===== src/rtl/data_bus_arbiter.sv =====
// Two-master round-robin arbiter for the shared data bus, with optional bus lock
// bounded by MAX_LOCK cycles and a one-cycle registered response path.
module data_bus_arbiter #(
    parameter int MAX_LOCK = 16,
    parameter int CNT_W    = 5
) (
    input  logic        clk_i,
    input  logic        rst_n_i,
    input  logic        m0_req_i,
    input  logic        m0_we_i,
    input  logic [3:0]  m0_be_i,
    input  logic [31:0] m0_addr_i,
    input  logic [31:0] m0_wdata_i,
    input  logic        m0_lock_i,
    output logic        m0_gnt_o,
    output logic        m0_rvalid_o,
    output logic [31:0] m0_rdata_o,
    input  logic        m1_req_i,
    input  logic        m1_we_i,
    input  logic [3:0]  m1_be_i,
    input  logic [31:0] m1_addr_i,
    input  logic [31:0] m1_wdata_i,
    input  logic        m1_lock_i,
    output logic        m1_gnt_o,
    output logic        m1_rvalid_o,
    output logic [31:0] m1_rdata_o,
    output logic        s_req_o,
    output logic        s_we_o,
    output logic [3:0]  s_be_o,
    output logic [31:0] s_addr_o,
    output logic [31:0] s_wdata_o,
    input  logic [31:0] s_rdata_i
);

    typedef enum logic [1:0] {IDLE, OWN_M0, OWN_M1} state_t;

    localparam logic [CNT_W-1:0] LOCK_LAST = CNT_W'(MAX_LOCK - 1);

    state_t           state_q, state_d;
    logic             last_gnt_q, last_gnt_d;
    logic [CNT_W-1:0] lock_cnt_q, lock_cnt_d;
    logic             rvalid_q;
    logic             resp_sel_q;
    logic             gnt0, gnt1;

    always_comb begin
        // NOTE: every combinational output gets a default first so no path leaves it unassigned (no latches).
        gnt0       = 1'b0;
        gnt1       = 1'b0;
        state_d    = state_q;
        last_gnt_d = last_gnt_q;
        lock_cnt_d = lock_cnt_q;
        unique case (state_q)
            IDLE: begin
                // last_gnt_q==1 means master 1 went last, so master 0 wins a tie.
                if (m0_req_i && m1_req_i) begin
                    gnt0 = last_gnt_q;
                    gnt1 = !last_gnt_q;
                end else begin
                    gnt0 = m0_req_i;
                    gnt1 = m1_req_i;
                end
                if (gnt0) begin
                    last_gnt_d = 1'b0;
                    if (m0_lock_i) begin
                        state_d    = OWN_M0;
                        lock_cnt_d = '0;
                    end
                end else if (gnt1) begin
                    last_gnt_d = 1'b1;
                    if (m1_lock_i) begin
                        state_d    = OWN_M1;
                        lock_cnt_d = '0;
                    end
                end
            end
            OWN_M0: begin
                gnt0       = m0_req_i;
                lock_cnt_d = lock_cnt_q + 1'b1;
                if ((gnt0 && !m0_lock_i) || (lock_cnt_q == LOCK_LAST)) begin
                    state_d    = IDLE;
                    last_gnt_d = 1'b0;
                    lock_cnt_d = '0;
                end
            end
            OWN_M1: begin
                gnt1       = m1_req_i;
                lock_cnt_d = lock_cnt_q + 1'b1;
                if ((gnt1 && !m1_lock_i) || (lock_cnt_q == LOCK_LAST)) begin
                    state_d    = IDLE;
                    last_gnt_d = 1'b1;
                    lock_cnt_d = '0;
                end
            end
            default: state_d = IDLE;
        endcase
        // Grants are suppressed combinationally while reset is asserted.
        if (!rst_n_i) begin
            gnt0 = 1'b0;
            gnt1 = 1'b0;
        end
    end

    always_ff @(posedge clk_i) begin
        // NOTE: non-blocking assignments so every register samples pre-edge values.
        if (!rst_n_i) begin
            state_q    <= IDLE;
            last_gnt_q <= 1'b1;
            lock_cnt_q <= '0;
            rvalid_q   <= 1'b0;
            resp_sel_q <= 1'b0;
        end else begin
            state_q    <= state_d;
            last_gnt_q <= last_gnt_d;
            lock_cnt_q <= lock_cnt_d;
            rvalid_q   <= gnt0 | gnt1;
            resp_sel_q <= gnt1;
        end
    end

    assign m0_gnt_o = gnt0;
    assign m1_gnt_o = gnt1;

    always_comb begin
        s_req_o   = gnt0 | gnt1;
        s_we_o    = 1'b0;
        s_be_o    = '0;
        s_addr_o  = '0;
        s_wdata_o = '0;
        if (gnt1) begin
            s_we_o    = m1_we_i;
            s_be_o    = m1_be_i;
            s_addr_o  = m1_addr_i;
            s_wdata_o = m1_wdata_i;
        end else if (gnt0) begin
            s_we_o    = m0_we_i;
            s_be_o    = m0_be_i;
            s_addr_o  = m0_addr_i;
            s_wdata_o = m0_wdata_i;
        end
    end

    assign m0_rvalid_o = rst_n_i && rvalid_q && !resp_sel_q;
    assign m1_rvalid_o = rst_n_i && rvalid_q && resp_sel_q;
    assign m0_rdata_o  = m0_rvalid_o ? s_rdata_i : 32'h0;
    assign m1_rdata_o  = m1_rvalid_o ? s_rdata_i : 32'h0;

endmodule


===== config.mk =====
export PLATFORM = sky130hd
export DESIGN_NAME = data_bus_arbiter
export DESIGN_NICKNAME = d
export VERILOG_FILES = /design/src/rtl/data_bus_arbiter.sv
export SDC_FILE = /design/constraint.sdc
export NUM_CORES = 1
export LEC_CHECK = 0
export BUFFER_PORTS_ARGS = -buffer_cell sky130_fd_sc_hd__buf_2
export CAP_MARGIN = 5
export CORE_AREA = 2 2 122 124
export DETAILED_ROUTE_END_ITERATION = 10
export DIE_AREA = 0 0 124 126
export PLACE_DENSITY = 0.47
export SLEW_MARGIN = 5
export SYNTH_ARGS = -nofsm -noshare
export SYNTH_HDL_FRONTEND = slang
export SYNTH_SLANG_ARGS = --single-unit

===== constraint.sdc =====
create_clock -name clk_i -period 2.2 [get_ports clk_i]
set_clock_uncertainty 0.2 [all_clocks]
set_input_delay 0 -clock clk_i [delete_from_list [all_inputs] [get_ports clk_i]]
set_output_delay 0 -clock clk_i [all_outputs]
set_load 0.05 [all_outputs]

==> results.sh, run 1 <==
export IMPL_status="finished clean"
export IMPL_num_antenna_cells=0
export IMPL_setup_tns_ps=0
export IMPL_crit_path_end_kind="output port"
export IMPL_syn_inst=235
export IMPL_rsz0062_at_grt="true"
export IMPL_coreArea_sq_um=14310
export IMPL_drt_iter0_markers=131
export IMPL_wirelength_um=11590
export IMPL_die_h_um=126
export IMPL_finalSetupViolations=0
export IMPL_cts_tree="yes"
export IMPL_syn_num_nets=417
export IMPL_clk_pin_slew_ps=40
export IMPL_globalplace_congestion=0.8223
export IMPL_pwr_density_cell_nw_per_um2=978.9
export IMPL_dpl_cell_area_sq_um=3654
export IMPL_first_global_vias=2847
export IMPL_synth_fa_ha_area_share_pct=4.249
export IMPL_cts_sinks=10
export IMPL_vias=3139
export IMPL_synth_xor_xnor_area_share_pct=0
export IMPL_postRouteAntennaNets=0
export IMPL_htree_levels=1
export IMPL_max_stage_delay_ps=360
export IMPL_port_buffers=313
export IMPL_synth_top_family_by_area="compound AO/OA/AOI/OAI gates"
export IMPL_cts_root_buf="clkbuf_16"
export IMPL_antenna_found_initial=0
export IMPL_fill_cells=1492
export IMPL_grt_first_pass_wirelength_um=15500
export IMPL_synth_avg_cell_area_sq_um=7.518
export IMPL_cp_num_buf_inv=4
export IMPL_dieArea_sq_um=15620
export IMPL_drc=0
export IMPL_io_pins=314
export IMPL_areaGrowthSynthToFinish_pct=143.8
export IMPL_synth_cell_type_count=30
export IMPL_synth_area_sq_um=1767
export IMPL_grt_overflow_total=0
export IMPL_synth_compound_area_share_pct=40.65
export IMPL_slew_violations=0
export IMPL_grt_usage_pct=12.91
export IMPL_synth_simple_area_share_pct=34.49
export IMPL_cp_arrival_ps=1950
export IMPL_cts_buffer_depth=2
export IMPL_power_w=0.004216
export IMPL_holdWs_ps=24.19
export IMPL_dp_cells=719
export IMPL_ys_ff_latch=10
export IMPL_dpl_hpwl_um=9373
export IMPL_crit_family="buffers and inverters"
export IMPL_finalNetCount=737
export IMPL_drt_pass1_iter_count=4
export IMPL_regArea_sq_um=205.2
export IMPL_fin_crit_ps=2150
export IMPL_grt_max_degree=62
export IMPL_clk_latency_ps=240
export IMPL_cellLeakagePower_nw=2.404
export IMPL_ys_warn_count=0
export IMPL_hold_violations=0
export IMPL_critPathMostFrequentCell="buf_12"
export IMPL_asyncSetResetFlopFracSynth_pct=0
export IMPL_fin_crit_sh_pct=97.73
export IMPL_synthMuxAreaShare_pct=2.337
export IMPL_synth_top_flop_cell="dfxtp_1"
export IMPL_multi_input_area_sq_um=1550
export IMPL_synth_edff_count=0
export IMPL_cpMaxStageDelayCell="dfxtp_4"
export IMPL_drv_cap=0
export IMPL_drive_above_1_share_pct=63.72
export IMPL_die_x_um=124
export IMPL_fin_area_sq_um=4307
export IMPL_vias_per_cell=4.253
export IMPL_worstPathCellList="inv_4, ha_4, a21oi_2, or2_4, nor2_4, buf_12, clkbuf_16, a22o_1, buf_12"
export IMPL_ys_seq_area_share_pct=11.33
export IMPL_initial_core_util_pct=12.34
export IMPL_stdcell_count=738
export IMPL_relSlewSlack_pct=79.67
export IMPL_vdd_drop_max_uv=463.3
export IMPL_tightest_slew_ps=304.9
export IMPL_worstSetupPathType="reg -> out"
export IMPL_cts_made_buffers=3
export IMPL_hp_class="in -> reg"
export IMPL_worstPathRequired_ps=2000
export IMPL_worstSetupStartpointType="register"
export IMPL_cp_max_fo=7
export IMPL_rows=44
export IMPL_wl_per_cell_um=15.71
export IMPL_max_freq_ghz=0.4651
[stage by stage]
stage	setup slack, ps	util [%]
after floorplan	129.4	-
after global routing	-22.36	30.09
after detailed placement	36.07	25.52
after CTS	0.01554	28.72
final	49.97	30.09
after global placement	133.2	25.52
[Yosys cell counts (3+ instances only)]
| cell type | n | share of area (%) |
|---|---|---|
| and2_1 | 67 | 24 |
| nor2_1 | 5 | 1.1 |
| and3_1 | 3 | 1.1 |
| clkbuf_1 | 14 | 3.0 |
| nand2_1 | 11 | 2.3 |
| a22o_1 | 69 | 34 |
| ha_1 | 6 | 4.2 |
| nand2b_1 | 4 | 1.4 |
| o21a_1 | 3 | 1.3 |
| inv_1 | 6 | 1.3 |
| nand3_1 | 5 | 1.4 |
| buf_2 | 5 | 1.4 |
| mux2i_1 | 3 | 1.7 |
| dfxtp_1 | 10 | 11 |
| a21oi_1 | 3 | 0.85 |
[where the power goes]
part | switching (W) | internal [W]
Clock | 0.0000908 | 0.000274
Sequential | 0.0000363 | 0.000222
Combinational | 0.00226 | 0.00134
[worst paths after layout]
check / endpoint / slack [ps] / cells past startpoint / from
min: resp_sel_q / 20 / 3 / rst_n_i
max reg2reg: state_q[0] / 120 / 8 / lock_cnt_q[0]
max: s_addr_o[13] / 50 / 9 / state_q[0]
min reg2reg: last_gnt_q / 290 / 2 / last_gnt_q
[per-layer routing]
layer	wire, um	track usage [%]	up-vias	share of wire, %
li1	-	-	1504	-
met1	4800	16.26	1428	41
met2	5810	24.18	205	50
met3	952	1.359	2	8.2
met4	27	1.256	0	0.23
met5	0	0	-	0
[registers in the layout (all words and copies together) (netlist names)]
name and count:
state_q 2, last_gnt_q 1, rvalid_q 1, lock_cnt_q 5
resp_sel_q 1
[repair_timing]
item,CTS,global route
gates resized for setup,68,38
gates cloned,2,2
hold buffers,6,0
hold endpoints to repair,9,0
setup endpoints to repair,68,75
setup buffers,2,4
pin swaps,2,6
[layout make-up]
type	count	area share (%)
clock buffers	4	2.063
repair buffers	336	51.19
multi-input cells	198	36.00
inverters	6	0.6392
flip-flops and latches	10	4.765
well taps	184	5.346
[kinds of logic (layout without fill, tap and decap cells)]
| kind of cell | count (synthesis) | after routing |
|---|---|---|
| simple gates | 103 | 103 |
| flops | 10 | 10 |
| compound gates | 85 | 85 |
| buf+inv | 27 | 346 |
| fa+ha+maj | 6 | 6 |
| mux | 4 | 4 |
[worst reg2reg max path: stages, from the launching register on]
cell	delay, ps
dfxtp_1	370
ha_1	200
and3_1	160
ha_1	210
nand2b_1	170
o32ai_4	110
a21oi_1	250
mux2i_1	210
and2_1	140
[layout by cell type (no fill, tap or decap), types with 2 or more instances in the layout]
cell type      synthesis  layout
inv_4                  0       2
o22ai_1                2       2
nor2_1                 5       5
buf_16                 0       2
nor2_4                 2       2
clkbuf_16              0       5
nand2_1               11      11
buf_6                  2      24
ha_1                   6       3
a22o_1                69      64
dlygate4sd3_1          0       6
o21ai_0                2       2
a21boi_0               2       2
a21oi_1                3       2
a22o_4                 0       5
mux2i_1                3       3
dfxtp_1               10       8
and3_1                 3       3
nor2b_1                2       2
nand3_1                5       5
nand2b_1               4       4
clkbuf_4               0      17
buf_4                  0      26
buf_2                  5     249
o21a_1                 3       3
inv_1                  6       4
buf_12                 0      10
and2_1                67      67
ha_4                   0       3
No activity file was read; power rests on OpenSTA's default activity.
==> inputs of run 2 (changes only) <==
- SETUP_SLACK_MARGIN: default -> 0.4
==> run 2 against run 1 <==
  * Non-clock buffer count increased by 24
  * Flip-flop and latch count unchanged
  * Clock-buffer cell count unchanged
  * Core utilization rose by 8.9 points
  * Sequential power fell by 3%
  * Clock power barely moved
  * Design area grew 30%
  * Global-route usage increased by 1.4 points
  * Sequential share of layout area shrank 1.0 points
  * First-iteration DRC count is 47% lower
  * Highest routed layer unchanged
==> results.sh, run 2 (synthesized netlist as in run 1, its figures left out) <==
export IMPL_status="finished clean"
export IMPL_finalNetCount=761
export IMPL_cts_made_buffers=3
export IMPL_worstSetupStartpointType="register"
export IMPL_pwr_density_cell_nw_per_um2=965.3
export IMPL_max_stage_delay_ps=360
export IMPL_rsz0062_at_grt="true"
export IMPL_clk_latency_ps=240
export IMPL_cp_max_fo=8
export IMPL_wirelength_um=12920
export IMPL_dpl_hpwl_um=8971
export IMPL_drc=0
export IMPL_vias_per_cell=4.294
export IMPL_drive_above_1_share_pct=80.28
export IMPL_die_x_um=124
export IMPL_cp_depth=10
export IMPL_cellLeakagePower_nw=2.987
export IMPL_dieArea_sq_um=15620
export IMPL_vias=3272
export IMPL_drv_cap=0
export IMPL_regMostFlops="lock_cnt_q"
export IMPL_first_global_vias=3142
export IMPL_grt_max_degree=34
export IMPL_layout_common_cells="241 x buf_2, 66 x and2_1, 57 x buf_8, 54 x a22o_4, 21 x buf_6"
export IMPL_final_common_cell="buf_2"
export IMPL_crit_path_end_kind="output port"
export IMPL_max_freq_ghz=0.4592
export IMPL_cp_arrival_ps=1980
export IMPL_worstSetupPathType="reg -> out"
export IMPL_cts_tree="yes"
export IMPL_hold_violations=0
export IMPL_worstPathRequired_ps=2000
export IMPL_fin_area_sq_um=5583
export IMPL_io_pins=314
export IMPL_post_place_ws_ps=138.8
export IMPL_grt_overflow_total=0
export IMPL_areaGrowthSynthToFinish_pct=216.0
export IMPL_relSlewSlack_pct=74.69
export IMPL_cts_buffer_depth=2
export IMPL_postRouteAntennaNets=0
export IMPL_antenna_found_initial=0
export IMPL_dpl_cell_area_sq_um=4039
export IMPL_largest_register_ffs=5
export IMPL_grt_usage_pct=14.35
export IMPL_num_antenna_cells=0
export IMPL_setup_tns_ps=0
export IMPL_die_h_um=126
export IMPL_htree_levels=1
export IMPL_clk_pin_slew_ps=40
export IMPL_hp_class="in -> reg"
export IMPL_min_path_cells=3
export IMPL_cts_sinks=10
export IMPL_wl_per_cell_um=16.96
export IMPL_finalSetupViolations=0
export IMPL_setup_ws_ps=22.14
export IMPL_port_buffers=313
export IMPL_fin_crit_ps=2178
export IMPL_cpMaxStageDelayCell="dfxtp_4"
export IMPL_cp_num_buf_inv=6
export IMPL_coreArea_sq_um=14310
export IMPL_initial_core_util_pct=12.34
export IMPL_crit_family="buffers and inverters"
export IMPL_holdWs_ps=22.98
export IMPL_largestRegisters="lock_cnt_q: 5 flops, state_q: 2 flops"
export IMPL_vdd_drop_max_uv=444.3
export IMPL_drt_pass1_iter_count=4
export IMPL_fin_crit_sh_pct=98.99
export IMPL_drt_iter0_markers=69
export IMPL_worstPathCellList="inv_4, ha_4, buf_6, a21oi_4, nor2_4, buf_6, buf_16, buf_12, a22o_2, buf_6"
export IMPL_critPathMostFrequentCell="buf_6"
export IMPL_globalplace_congestion=0.9401
export IMPL_cts_root_buf="clkbuf_16"
export IMPL_rows=44
export IMPL_tightest_slew_ps=378.3
export IMPL_reg2reg_depth=7
export IMPL_grt_first_pass_wirelength_um=17190
export IMPL_slew_violations=0
## run 2: worst register-to-register path, delay by kind of cell, from the launching register on
family / cells / cell delay (ps)
AND/OR/NAND/NOR: 3 / 620
adder cells (fa/ha/maj): 2 / 310
AO/OA/AOI/OAI: 2 / 460
flip-flops: 1 / 330
## run 2: report_power, final
part           switching [W]  internal [W]
registers          0.0000282      0.000222
clock network      0.0000881      0.000274
logic                0.00260       0.00218
## run 2: repair_timing
| action | CTS | global route |
|---|---|---|
| gates resized for setup | 193 | 76 |
| pin swaps | 14 | 8 |
| gates cloned | 6 | 2 |
| endpoints found under the hold margin | 9 | 0 |
| hold buffers | 2 | 0 |
| buffers inserted | 8 | 12 |
| setup endpoints to repair | 80 | 80 |
## run 2: per-layer routing
layer	vias to the layer above	wire length, um	global-route usage [%]
li1	1560	-	-
met3	13	1041	1.902
met4	0	177	2.710
met2	214	7101	28.80
met1	1485	4603	15.66
met5	-	0	0
## run 2: per-stage QoR
| step | power [W] | utilization (%) | std cells |
|---|---|---|---|
| 2_1_floorplan | 0.002671 | - | 235 |
| 3_3_place_gp | 0.003547 | 28.22 | 728 |
| 3_5_place_dp | 0.003560 | 28.22 | 728 |
| 4_1_cts | 0.004872 | 35.38 | 748 |
| 5_1_grt | 0.005605 | 39.00 | 762 |
| 6_report | 0.005389 | 39.00 | 762 |
## run 2: layout make-up
type | count | area, sq um
repair buffers | 360 | 2924
inverters | 6 | 27.53
well taps | 184 | 230.2
fillers | 1397 | 8731
flip-flops and latches | 10 | 207.7
clock buffers | 4 | 88.84
multi-input cells | 198 | 2105
## run 2: worst paths after layout
path / slack [ps] / end / startpoint
worst max register to register: 230 / lock_cnt_q[3] / lock_cnt_q[0]
worst min register to register: 340 / lock_cnt_q[2] / lock_cnt_q[2]
worst max-delay path: 20 / s_addr_o[27] / state_q[0]
worst min-delay path: 20 / rvalid_q / m1_req_i
